$ cat config.mk
export PLATFORM = sky130hd
export DESIGN_NAME = unsat_clause_picker_ctrl
export DESIGN_NICKNAME = d
export VERILOG_FILES = /design/src/rtl/unsat_clause_picker_ctrl.sv
export SDC_FILE = /design/constraint.sdc
export NUM_CORES = 1
export LEC_CHECK = 0
export ABC_AREA = 1
export ABC_CLOCK_PERIOD_IN_PS = 5870
export CAP_MARGIN = 10
export CORE_AREA = 2 2 73 75
export DETAILED_ROUTE_END_ITERATION = 7
export DIE_AREA = 0 0 75 77
export PLACE_DENSITY_LB_ADDON = 0.3
export SLEW_MARGIN = 5
export SYNTH_ARGS = -nofsm -noshare
export SYNTH_HDL_FRONTEND = slang
export SYNTH_HIERARCHICAL = 1
export SYNTH_SLANG_ARGS = --single-unit
$ cat constraint.sdc
create_clock -name in_clk -period 5.87 [get_ports in_clk]
set_input_delay 1.761 -clock in_clk [delete_from_list [all_inputs] [get_ports in_clk]]
set_output_delay 1.761 -clock in_clk [all_outputs]
set_load 0.1 [all_outputs]
$ cat src/rtl/unsat_clause_picker_ctrl.sv
// rtl/unsat_clause_picker_ctrl.sv - random unsatisfied-clause picker using a time-multiplexed pairwise tournament
//
// compare_two_checker: combinational pairwise clause selector.
//   clause1_index/clause1_sat, clause2_index/clause2_sat : the two contenders
//   in_setting                                         : tie-break bit (0 -> clause 1, 1 -> clause 2)
//   winner_index/winner_sat                            : chosen clause, sat = AND of both flags
//
// unsat_clause_picker_ctrl: latches N = 2^W clause-satisfied flags on in_start and reduces
// them one pair per cycle through a single compare_two_checker, tie-breaking with an LFSR.
//   in_clk, in_reset_n          : clock, synchronous active-low reset
//   in_start                    : request pulse, only honoured when idle
//   in_clauses_satisfied[N-1:0] : bit i set when clause i is satisfied
//   out_busy                    : high while reducing and in the done cycle
//   out_done                    : one-cycle pulse, result valid
//   out_clause_index[W-1:0]     : chosen clause
//   out_all_satisfied           : 1 only when every clause was satisfied

module compare_two_checker #(
    parameter int W = 3
) (
    input  logic [W-1:0] clause1_index,
    input  logic         clause1_sat,
    input  logic [W-1:0] clause2_index,
    input  logic         clause2_sat,
    input  logic         in_setting,
    output logic [W-1:0] winner_index,
    output logic         winner_sat
);
    logic pick_second;

    // When the flags differ the unsatisfied one wins; clause1_sat = 1 then means clause 2 is the unsatisfied one.
    assign pick_second  = (clause1_sat != clause2_sat) ? clause1_sat : in_setting;
    assign winner_index = pick_second ? clause2_index : clause1_index;
    assign winner_sat   = clause1_sat & clause2_sat;
endmodule

module unsat_clause_picker_ctrl #(
    parameter int          MAXIMUM_BIT_WIDTH_OF_CLAUSES_INDEX = 3,
    parameter logic [15:0] LFSR_SEED                          = 16'hACE1
) (
    input  logic                                          in_clk,
    input  logic                                          in_reset_n,
    input  logic                                          in_start,
    input  logic [(1 << MAXIMUM_BIT_WIDTH_OF_CLAUSES_INDEX)-1:0] in_clauses_satisfied,
    output logic                                          out_busy,
    output logic                                          out_done,
    output logic [MAXIMUM_BIT_WIDTH_OF_CLAUSES_INDEX-1:0] out_clause_index,
    output logic                                          out_all_satisfied
);
    localparam int W = MAXIMUM_BIT_WIDTH_OF_CLAUSES_INDEX;
    localparam int N = 1 << W;
    // An all-zero Galois LFSR never leaves zero, so a zero seed falls back to the default.
    localparam logic [15:0] SEED_EFF = (LFSR_SEED == 16'h0000) ? 16'hACE1 : LFSR_SEED;

    typedef enum logic [1:0] {
        IDLE   = 2'd0,
        REDUCE = 2'd1,
        DONE   = 2'd2
    } state_t;

    state_t         state;
    logic [W-1:0]   slot_index [N];
    logic [N-1:0]   slot_sat;
    logic [W-1:0]   pair;
    logic [W:0]     count;
    logic [15:0]    lfsr;

    logic [W-1:0]   lo_sel;
    logic [W-1:0]   hi_sel;
    logic [W:0]     half;
    logic           last_pair;
    logic [15:0]    lfsr_next;
    logic [W-1:0]   win_index;
    logic           win_sat;

    assign lo_sel    = pair << 1;
    assign hi_sel    = lo_sel | W'(1);
    assign half      = count >> 1;
    assign last_pair = ({1'b0, pair} == (half - (W+1)'(1)));
    assign lfsr_next = {1'b0, lfsr[15:1]} ^ (lfsr[0] ? 16'hB400 : 16'h0000);

    compare_two_checker #(
        .W(W)
    ) u_cmp (
        .clause1_index (slot_index[lo_sel]),
        .clause1_sat   (slot_sat[lo_sel]),
        .clause2_index (slot_index[hi_sel]),
        .clause2_sat   (slot_sat[hi_sel]),
        .in_setting    (lfsr[0]),
        .winner_index  (win_index),
        .winner_sat    (win_sat)
    );

    always_ff @(posedge in_clk) begin
        if (!in_reset_n) begin
            state             <= IDLE;
            count             <= '0;
            pair              <= '0;
            out_busy          <= 1'b0;
            out_done          <= 1'b0;
            out_clause_index  <= '0;
            out_all_satisfied <= 1'b0;
            lfsr              <= SEED_EFF;
        end else begin
            case (state)
                IDLE: begin
                    if (in_start) begin
                        for (int i = 0; i < N; i++) begin
                            slot_index[i] <= W'(i);
                        end
                        slot_sat <= in_clauses_satisfied;
                        count    <= (W+1)'(N);
                        pair     <= '0;
                        out_busy <= 1'b1;
                        state    <= REDUCE;
                    end
                end
                REDUCE: begin
                    // Writing the winner back to slot[pair] is safe: this level only reads slots above pair from now on.
                    slot_index[pair] <= win_index;
                    slot_sat[pair]   <= win_sat;
                    lfsr             <= lfsr_next;
                    if (last_pair) begin
                        count <= half;
                        pair  <= '0;
                        if (count == (W+1)'(2)) begin
                            out_clause_index  <= win_index;
                            out_all_satisfied <= win_sat;
                            out_done          <= 1'b1;
                            state             <= DONE;
                        end
                    end else begin
                        pair <= pair + W'(1);
                    end
                end
                DONE: begin
                    out_done <= 1'b0;
                    out_busy <= 1'b0;
                    state    <= IDLE;
                end
                default: begin
                    state <= IDLE;
                end
            endcase
        end
    end
endmodule

# == After elaboration in Yosys (flattened, before gate mapping) ==
# Memories as Yosys holds them, arrays and structs flattened. A register that Yosys moved wholly into a read port is not among the register bits.
# Index checks and enable logic that the tools add are counted.
# Widths: inputs -> output; s select.
# op_classes
n_lt_le_gt_ge,4
n_bitwise,2
mux,41
eq_ne,8
n_reduce_logical,13
add_sub_neg,2
# op_table
operator,n
$mux 3,9
$mux 16,1
$pmux 8 s2,1
$xor 15x16->16,1
$mux 1,15
$reduce_and 3->1,5
$lt 3x4->1 const B,3
$bwmux 8,1
$mux 4,2
$mux 8,1
$pmux 4 s2,1
$mux 2,3
$ne 2x2->1 const B,3
$pmux 3 s2,1
$reduce_bool 2->1,3
$bmux 1 s2,2
$eq 3x4->1,1
$eq 4x2->1 const B,1
$pmux 1 s2,2
$pmux 2 s2,1
$reduce_and 2->1,2
$sub 3x1->4 const B,1
$add 3x1->3 const B,1
$demux 1 s3,1
8 further kinds,8
# totals
ff_bits,39
memories,1
ramBits,24
word_cells,80
out_inout_bits,6
input_bits,11
# mem_list
name,words,word_bits,read_ports,rd_clocked_by_memory_dff,write_ports,line_no,source
slot_index,8,3,2,2,8,62,logic [W-1:0] slot_index [N];

# == Longest topological paths before layout ==
# Gate-level depths: netlist (run 1).
# depth
depth_word,6
depth_mapped,12
depth_no_buf,12

# == By module ==
# Netlist (run 1), hierarchy kept.
# by_module_without_submodules
mod,area_per_inst_um2,seq_area_each_um2,cells_per_inst,instances
unsat_clause_picker_ctrl,2981.6,1621.6,349,1
compare_two_checker,85.1,0.0,17,1

# == Worst setup path after synthesis (run 1) ==
# Ideal clock, no wire load.
# synth_timing
path_kind,input to register
from,in in_reset_n
to,mem slot_index[1][0] (enable)
slack_ps,3128
setup_time_ps,305
arrival_ps,2436
path_stages,7
required_ps,5565
path_buffers,1
cell_sequence,inv_1 -> nor2_4 -> inv_2 -> buf_6 -> nor2_2 -> inv_2 -> nand2_1
# synth_lines
item,line_no,source
from (decl),42,"input logic in_reset_n,"
to (decl),62,

==> results.yml, run 1 <==
job:
  cap_viol_max_count: 0
clock_network:
  cts.hold.buffers_added: 0
  cts-htree-levels: 3
  clock_sinks: 65
  cts_inserted_buffers: 9
  root_buffer: "clkbuf_8"
  cts_tree: "built"
  cts-resized-gates: 0
  cts-root-to-sink-buffers: 2
  clock_latency_ns: 0.35
  cts_setup_buffers: 0
  clkTransAtPathRegs_ns: 0.07
placement:
  globalplace.congestion: 0.823
  placedCellCount: 438
  postPlaceCellArea_um2: 3240
  dp_hpwl_mm: 4.65
  place.port_buffers: 16
  place_worst_setup_slack_ns: 1.68
grt:
  grt_antenna_before_repair: 0
  gr-total-overflow: 0
  grt_max_degree: 28
  vias_in_the_first_global_route: 2301
  grt_first_pass_wirelength_mm: 10.9
  all_layer_global_routing_usage_pct: 25.8
synth:
  synth_area_leaders: "edfxtp_1 (31%), dfxtp_1 (22%), nand2_1 (10%)"
  synth_sequential_area_ratio_pct: 52.9
  syn-num-nets: 380
  ys.warnings.count: 6
  postSynthCellCount: 366
  synth_edf_count: 32
  post-synth-top-area-cell: "edfxtp_1"
  synthFlopType: "dfxtp_1"
  post-synth-top-area-fraction_pct: 31.3
  syn_avg_cell_area_um2: 8.38
  synth-seq-cells: 65
  asyncSetResetFlopFracSynth_pct: 0
  post_synth_instance_area_um2: 3070
  yosysUniqueCellTypes: 32
critical_path:
  crit_path_start_kind: "primary input"
  cp.required_ns: 5.89
  worstSetupEndpointType: "flip-flop"
  path_class: "primary input to flip-flop"
  reg2reg_depth: 10
  critPathMaxFanout: 24
  timing.critical_path.arrival_ns: 3.85
detailed_routing:
  drt_first_iter_violations: 331
  detail_route.wl_per_cell_um: 14.6
  drt-pass1-iter-count: 5
  route.antenna.remaining_nets: 0
  num_vias: 2513
  drt_drc_violations_left: 0
  routed_wl_mm: 6.62
  viasPerCell: 5.54
pwr:
  comb_power_share_pct: 18.3
  power.switching_mw: 0.338
  leakage_nw: 1.36
  p_int_mw: 0.759
  post-layout-total-power_mw: 1.10
  worst_ir_drop_vdd_mv: 0.201
  powerDensity_nw_per_um2: 320
  swShare_pct: 30.8
  p_clk_share_pct: 33.4
  sequentialPowerShare_pct: 48.3
hold_path:
  min_delay_path_depth: 2
  timing.hold.worst.class: "flip-flop to flip-flop"
timing:
  max_freq_mhz: 261
  rsz0062_at_grt: "no"
  maxSlewViolCount: 0
  final-hold-violation-count: 0
  transition_time_at_the_pin_with_the_least_slew_margin_ns: 0.971
  final_critical_path_setup_slack_ns: 2.04
  slew_headroom_pct: 35.1
  setup_viol_count_final: 0
  fin_crit_ns: 3.83
  timing.hold.ws_ns: 0.464
  setup_tns_ns: 0
  fin_worst_skew_ns: 0.00789
  fin_crit_sh_pct: 65.2
floorplanning:
  dieArea_um2: 5780
  floorplan.initialDensity_pct: 61.6
  ioPinCount: 17
  floorplan.die.width_um: 75
  die_h_um: 77
  rows: 26
  floorplan.core_area_um2: 4980
outcome:
  result_of_the_run: "completed"
final_layout:
  diodes: 0
  drive_above_1_share_pct: 12.2
  final_util_pct: 68.8
  finalNonFillerCells: 454
  final_design_area_excluding_fillers_um2: 3430
  fin_nets: 393
  area.growth.synth_to_final_pct: 11.7
[state kept, by name, summed over array words and instances (netlist names), named ones only]
| name | cells |
|---|---|
| count | 4 |
| lfsr | 16 |
| out_all_satisfied | 1 |
| out_busy | 1 |
| out_clause_index | 3 |
| out_done | 1 |
| pair | 3 |
| slot_index | 24 |
| slot_sat | 8 |
| state | 2 |
[cell usage after synthesis (2+ instances only)]
master / number
nand2_2: 5
o21ai_1: 3
a21oi_1: 12
edfxtp_1: 32
nand3_1: 21
inv_2: 14
buf_1: 2
nor2_1: 52
nor2_4: 4
nor3_1: 8
clkbuf_1: 4
ha_1: 3
nor2_2: 3
dfxtp_1: 33
nor2_8: 2
buf_4: 3
inv_1: 21
o22ai_1: 9
buf_2: 4
o21ai_0: 36
nand2_1: 84
[critical path: stages]
cell and delay, ns:
clkdlybuf4s50_1 0.96, nand3_1 0.67, o21ai_1 0.44
[logic make-up after synthesis]
logic type                 Yosys count  share of synthesized area (%)
adders and majority gates            3                           1.22
AOI/OAI and AO/OA                   62                           10.9
buffers and inverters               50                           6.98
and+or+nand+nor                    184                           27.4
DFF                                 65                           52.9
xor gates and xnor gates             2                          0.571
[power by group through the flow]
stage	clock [mW]	sequential [mW]	combinational, mW
floorplan	0	0.535	0.149
global placement	0	0.538	0.192
detailed placement	0	0.539	0.197
CTS	0.366	0.530	0.198
global route	0.385	0.534	0.223
finish	0.366	0.530	0.201
[worst paths after layout]
| kind | startpoint | end | slack, ns |
|---|---|---|---|
| setup / recovery | in_reset_n | slot_index[7][2] | 2.04 |
| hold / removal | out_clause_index[1] | out_clause_index[1] | 0.46 |
| setup reg to reg | pair[0] | slot_index[0][0] | 3.46 |
| hold reg to reg | out_clause_index[1] | out_clause_index[1] | 0.46 |
[area by class of cell]
class	instances	area, um^2
flip-flops and latches	65	1620
fillers	405	1550
multi-input cells	251	1230
repair buffers	16	160
inverters	36	138
clock buffers	11	131
well taps	70	87.6
clock inverters	5	56.3
[cells in the final DEF (no fill, tap or decap), types with 4 or more instances in the layout]
cell / count
clkbuf_8: 9
o21ai_0: 36
inv_1: 21
a21oi_1: 12
nand2_1: 84
edfxtp_1: 32
o22ai_1: 9
inv_2: 14
nor2_4: 4
nor3_1: 8
nor2_1: 52
nand2_2: 5
dfxtp_1: 33
nand3_1: 21
clkdlybuf4s50_1: 16
[per-layer routing]
metal	track usage, %	wire length (um)	part of all wire [%]	up-vias
li1	-	-	-	1232
met1	33.4	2820	43	1171
met2	40.8	3200	48	91
met3	5.52	425	6.4	19
met4	12.1	176	2.7	0
met5	0	0	0	-
Power figures use the tool's default switching activity.
==> run 2, diff against run 1 <==
- ABC_CLOCK_PERIOD_IN_PS: 5870 -> 3400
- CORE_AREA: 2 2 73 75 -> 2 2 80 82
- DIE_AREA: 0 0 75 77 -> 0 0 82 84
- clock period: 5.87 -> 3.4 ns (I/O delays scaled with it)
==> run 2 against run 1 <==
Compared with the run above: sequential power grew 72%; first-iteration DRC count decreased by 41%; non-clock buffer count increased by 2; global-route usage decreased by 4.9 points; critical path depth grew 4; routed wire length is 4.0% lower; clock skew decreased by 0.00098 ns; via count fell by 5.4%; die area grew 19%; design area rose by 0.55%; setup slack got worse by 1.2 ns; total power increased by 74%.
==> results.yml, run 2 (synthesis gave the netlist of run 1 again) <==
outcome:
  result_of_the_run: "completed"
pwr:
  p_clk_share_pct: 34.2
  p_int_mw: 1.35
  leakage_nw: 1.40
  worst_ir_drop_vdd_mv: 0.291
  comb_power_share_pct: 18.0
  powerDensity_nw_per_um2: 555
  sequentialPowerShare_pct: 47.8
  swShare_pct: 29.3
  power.switching_mw: 0.560
final_layout:
  largest_register_ffs: 24
  diodes: 0
  largest_registers_in_the_final_layout: "slot_index x24, lfsr x16, slot_sat x8"
  most_frequent_standard_cell_in_the_layout_excluding_fill_and_tap_cells: "nand2_1"
  fin_nets: 395
  final_cell_mix: "nand2_1 (84), nor2_1 (52), o21ai_0 (36)"
  area.growth.synth_to_final_pct: 12.3
  final_util_pct: 56.5
  largest-register: "slot_index"
  drive_above_1_share_pct: 14.2
critical_path:
  critical_path.reg2reg.endpoint: "slot_index[7][1]"
  cp.required_ns: 3.45
  worstSetupEndpointType: "flip-flop"
  reg2reg_from: "pair[0]"
  reg2reg_slack_ns: 0.98
  crit_path_start_kind: "primary input"
  critPathMaxFanout: 11
  path_class: "primary input to flip-flop"
  reg2reg_depth: 10
  timing.critical_path.arrival_ns: 2.57
detailed_routing:
  drt_first_iter_violations: 194
  routed_wl_mm: 6.36
  detail_route.wl_per_cell_um: 13.7
  viasPerCell: 5.14
  route.antenna.remaining_nets: 0
  num_vias: 2378
  drt_drc_violations_left: 0
  drt-pass1-iter-count: 5
clock_network:
  cts_setup_buffers: 0
  cts_inserted_buffers: 9
  clkTransAtPathRegs_ns: 0.07
  cts.hold.buffers_added: 0
  root_buffer: "clkbuf_8"
  clock_sinks: 65
  cts-htree-levels: 3
  cts-resized-gates: 0
  cts-root-to-sink-buffers: 2
  clock_latency_ns: 0.35
  cts_tree: "built"
timing:
  setup_tns_ns: 0
  max_freq_mhz: 396
  fin_crit_ns: 2.52
  maxSlewViolCount: 0
  fin_worst_skew_ns: 0.00691
  fin_crit_sh_pct: 74.2
  setup_viol_count_final: 0
  rsz0062_at_grt: "no"
  transition_time_at_the_pin_with_the_least_slew_margin_ns: 0.500
  final-hold-violation-count: 0
  slew_headroom_pct: 66.6
placement:
  dp_hpwl_mm: 4.69
  globalplace.congestion: 0.851
  place.port_buffers: 16
grt:
  grt_max_degree: 28
  all_layer_global_routing_usage_pct: 21.0
  grt_first_pass_wirelength_mm: 10.8
  gr-total-overflow: 0
  grt_antenna_before_repair: 0
  vias_in_the_first_global_route: 2393
floorplanning:
  floorplan.die.width_um: 82
  floorplan.core_area_um2: 6100
  ioPinCount: 17
  dieArea_um2: 6890
  floorplan.initialDensity_pct: 50.3
  die_h_um: 84
  rows: 29
hold_path:
  min_delay_path_depth: 2
  hold_end: "out_done"
  timing.hold.worst.class: "flip-flop to flip-flop"
  hold_start: "out_done"
job:
  cap_viol_max_count: 0
==> run 2: changes by cell type in the layout (fill, tap and decap cells not counted) <==
cell / previous run / this run
buf_4: 0 / 8
clkdlybuf4s50_1: 16 / 10
clkinvlp_4: 3 / 0
clkbuf_8: 9 / 11
clkinv_2: 0 / 1
==> run 2: layer usage <==
metal  routed length [um]  part of all wire (%)  track usage [%]  vias up
met5                    0                     0                0        -
met4                  159                   2.5             10.3        0
met3                  236                   3.7             5.41       13
met2                 3160                    50             33.0       43
met1                 2800                    44             26.4     1088
li1                     -                     -                -     1234
==> run 2: worst max-delay path by stage <==
stage,from,to,slack (ns),cells after the start
CTS,in_reset_n,slot_index[7][1],0.89,5
floorplan,pair[0],slot_index[7][0],1.35,12
global route,in_reset_n,slot_index[4][2],0.72,7
finish,in_reset_n,slot_index[1][2],0.88,7
global placement,in_reset_n,slot_index[0][0],0.58,4
detailed placement,in_reset_n,slot_index[4][0],0.51,7
==> run 2: critical path, stage by stage <==
cell and delay (ns):
clkdlybuf4s50_1 0.64, inv_1 0.24, nor2_4 0.18, inv_2 0.16, nor2_2 0.15, inv_2 0.06
nand2_1 0.12
==> run 2: power by group through the flow <==
| stage | clock network (mW) | logic, mW | registers, mW |
|---|---|---|---|
| 2_1_floorplan | 0 | 0.257 | 0.923 |
| 3_3_place_gp | 0 | 0.336 | 0.929 |
| 3_5_place_dp | 0 | 0.343 | 0.930 |
| 4_1_cts | 0.663 | 0.345 | 0.913 |
| 5_1_grt | 0.693 | 0.388 | 0.920 |
| 6_report | 0.654 | 0.344 | 0.913 |
==> run 2: through the flow <==
stage	cells	power (mW)	setup slack [ns]	hold WS, ns	cell area (um^2)
detailed placement	447	1.27	0.510	0.446	3250
global placement	447	1.27	0.575	0.443	3250
CTS	463	1.92	0.890	0.456	3440
global route	463	2.00	0.717	0.477	3440
finish	463	1.91	0.877	0.454	3440
floorplan	366	1.18	1.35	0.429	3070
==> run 2: area by class of cell <==
| class | count | area [um^2] |
|---|---|---|
| Sequential cell | 65 | 1620 |
| Inverter | 36 | 138 |
| Multi-Input combinational cell | 251 | 1230 |
| Timing Repair Buffer | 18 | 160 |
| Tap cell | 77 | 96.3 |
| Clock inverter | 3 | 38.8 |
| Clock buffer | 13 | 159 |
| Fill cell | 571 | 2650 |
==> run 3, diff against run 2 <==
- ABC_CLOCK_PERIOD_IN_PS: 3400 -> 2350
- CORE_AREA: 2 2 80 82 -> 2 2 76 78
- DIE_AREA: 0 0 82 84 -> 0 0 78 80
- clock period: 3.4 -> 2.35 ns (I/O delays scaled with it)
==> run 3 against run 2 <==
Compared with the run above: critical path type is now flip-flop to flip-flop; critical endpoint is now slot_index[6][0]; die area is 9.4% lower; core utilization up 8.8 points; clock power is 68% higher; critical path depth grew 3; count of clock-buffer cells in the layout down 3; via count grew 3.4%; design area is 2.5% higher; clock skew is 0.0042 ns higher; total power rose by 54%; highest routed layer unchanged; final cell count is 0.43% higher; sequential power grew 43%; routed wire length fell by 1.7%.
==> results.yml, run 3 (synthesis gave the netlist of run 1 again) <==
outcome:
  result_of_the_run: "completed"
grt:
  grt_first_pass_wirelength_mm: 10.5
  globalRouteMet1Util_pct: 28.7
  vias_in_the_first_global_route: 2291
  globalRoute.busiestLayer: "met2"
  global_route.usage.met2_pct: 36.5
  grt_antenna_before_repair: 0
  all_layer_global_routing_usage_pct: 22.3
  gr-total-overflow: 0
  gr-usage-met3_pct: 6.11
  grt_max_degree: 28
timing:
  fin_worst_skew_ns: 0.0111
  rsz0062_at_grt: "no"
  setup_viol_count_final: 0
  maxSlewViolCount: 0
  slew_headroom_pct: 75.5
  transition_time_at_the_pin_with_the_least_slew_margin_ns: 0.367
  fin_crit_ns: 2.09
  final-hold-violation-count: 0
  fin_crit_sh_pct: 88.9
  max_freq_mhz: 479
  setup_tns_ns: 0
final_layout:
  final_design_area_excluding_fillers_um2: 3530
  fin_nets: 402
  diodes: 0
  most_frequent_standard_cell_in_the_layout_excluding_fill_and_tap_cells: "nand2_1"
  area.growth.synth_to_final_pct: 15.1
  final_util_pct: 65.3
  largest-register: "slot_index"
  drive_above_1_share_pct: 16.8
  largest_register_ffs: 24
  largest_registers_in_the_final_layout: "slot_index x24, lfsr x16, slot_sat x8"
  final_cell_mix: "nand2_1 (84), nor2_1 (52), o21ai_0 (36)"
detailed_routing:
  num_vias: 2458
  drt_first_iter_violations: 241
  drt-pass1-iter-count: 4
  routed_wl_mm: 6.25
  route.antenna.remaining_nets: 0
  drt_drc_violations_left: 0
  detail_route.wl_per_cell_um: 13.4
  viasPerCell: 5.29
critical_path:
  path_class: "flip-flop to flip-flop"
  reg2reg_slack_ns: 0.26
  cp.required_ns: 2.43
  crit_top_cell: "inv_2"
  critical_path.max_stage_delay_ns: 0.41
  worstPathCellList: "inv_2, o21ai_0, o22ai_1, ha_1, inv_2, nand2_2, nand3_1, nand2_1, inv_1, nor2_1"
  critical_path.slowest_cell: "dfxtp_1"
  timing.critical_path.arrival_ns: 2.17
  crit_path_start_kind: "flip-flop"
  worstSetupEndpointType: "flip-flop"
  critPathMaxFanout: 9
pwr:
  p_int_mw: 2.09
  comb_power_share_pct: 17.9
  swShare_pct: 28.8
  leakage_nw: 1.45
  worst_ir_drop_vdd_mv: 0.543
  p_clk_share_pct: 37.4
  sequentialPowerShare_pct: 44.7
  powerDensity_nw_per_um2: 831
  power.switching_mw: 0.844
clock_network:
  root_buffer: "clkbuf_8"
  clock_sinks: 65
  cts-root-to-sink-buffers: 2
  cts_inserted_buffers: 9
  cts_setup_buffers: 0
  cts_tree: "built"
  clkTransAtPathRegs_ns: 0.08
  cts-htree-levels: 3
  cts.hold.buffers_added: 0
  clock_latency_ns: 0.35
floorplanning:
  floorplan.core_area_um2: 5410
  floorplan.initialDensity_pct: 56.7
  die_h_um: 80
  floorplan.die.width_um: 78
  dieArea_um2: 6240
  rows: 27
  ioPinCount: 17
placement:
  place.port_buffers: 16
  postPlaceCellArea_um2: 3290
  dp_hpwl_mm: 4.58
  globalplace.congestion: 0.831
hold_path:
  timing.hold.worst.class: "flip-flop to flip-flop"
job:
  cap_viol_max_count: 0
run 3: power groups by stage:
stage	Sequential (mW)	Combinational (mW)	Clock [mW]
floorplan	1.34	0.372	0
global placement	1.33	0.512	0
detailed placement	1.34	0.522	0
CTS	1.31	0.526	1.11
global route	1.32	0.593	1.17
finish	1.31	0.524	1.10
run 3: per-layer routing:
layer	up-vias	routed length, um	share of wire, %
met3	13	316	5.1
met4	0	104	1.7
met2	63	3050	49
li1	1253	-	-
met1	1129	2780	44
met5	-	0	0
run 3: path summary, 6_finish.rpt:
check	start	end	depth (start not counted)
max	pair[0]	slot_index[6][0]	10
min	out_done	out_done	2
max reg2reg	pair[0]	slot_index[6][0]	10
min reg2reg	out_done	out_done	2
run 3: repair_timing:
| item | CTS | global route |
|---|---|---|
| endpoints found under the setup margin | 0 | 9 |
| hold endpoints to repair | 0 | 0 |
| resized for setup | 0 | 1 |
run 3: critical path: cells and delay by family (launching register included):
kind	cells	cell delay [ns]
AND/OR/NAND/NOR	4	0.33
adder cells (fa/ha/maj)	1	0.37
flip-flops	1	0.41
buffers and inverters	3	0.44
AO/OA/AOI/OAI	2	0.28
run 3: per-stage QoR:
step	hold slack, ns	power (mW)	instances	setup slack (ns)
floorplan	0.429	1.71	366	0.305
global placement	0.435	1.85	449	0.172
detailed placement	0.437	1.86	449	0.106
CTS	0.448	2.94	465	0.183
global route	0.469	3.08	465	0.0693
finish	0.448	2.93	465	0.261
run 3: layout make-up:
type	instances	area (um^2)
Fill cell	445	1870
Sequential cell	65	1620
Multi-Input combinational cell	251	1230
Timing Repair Buffer	25	213
Clock buffer	10	149
Inverter	36	138
Tap cell	72	90.1
Clock inverter	6	87.6
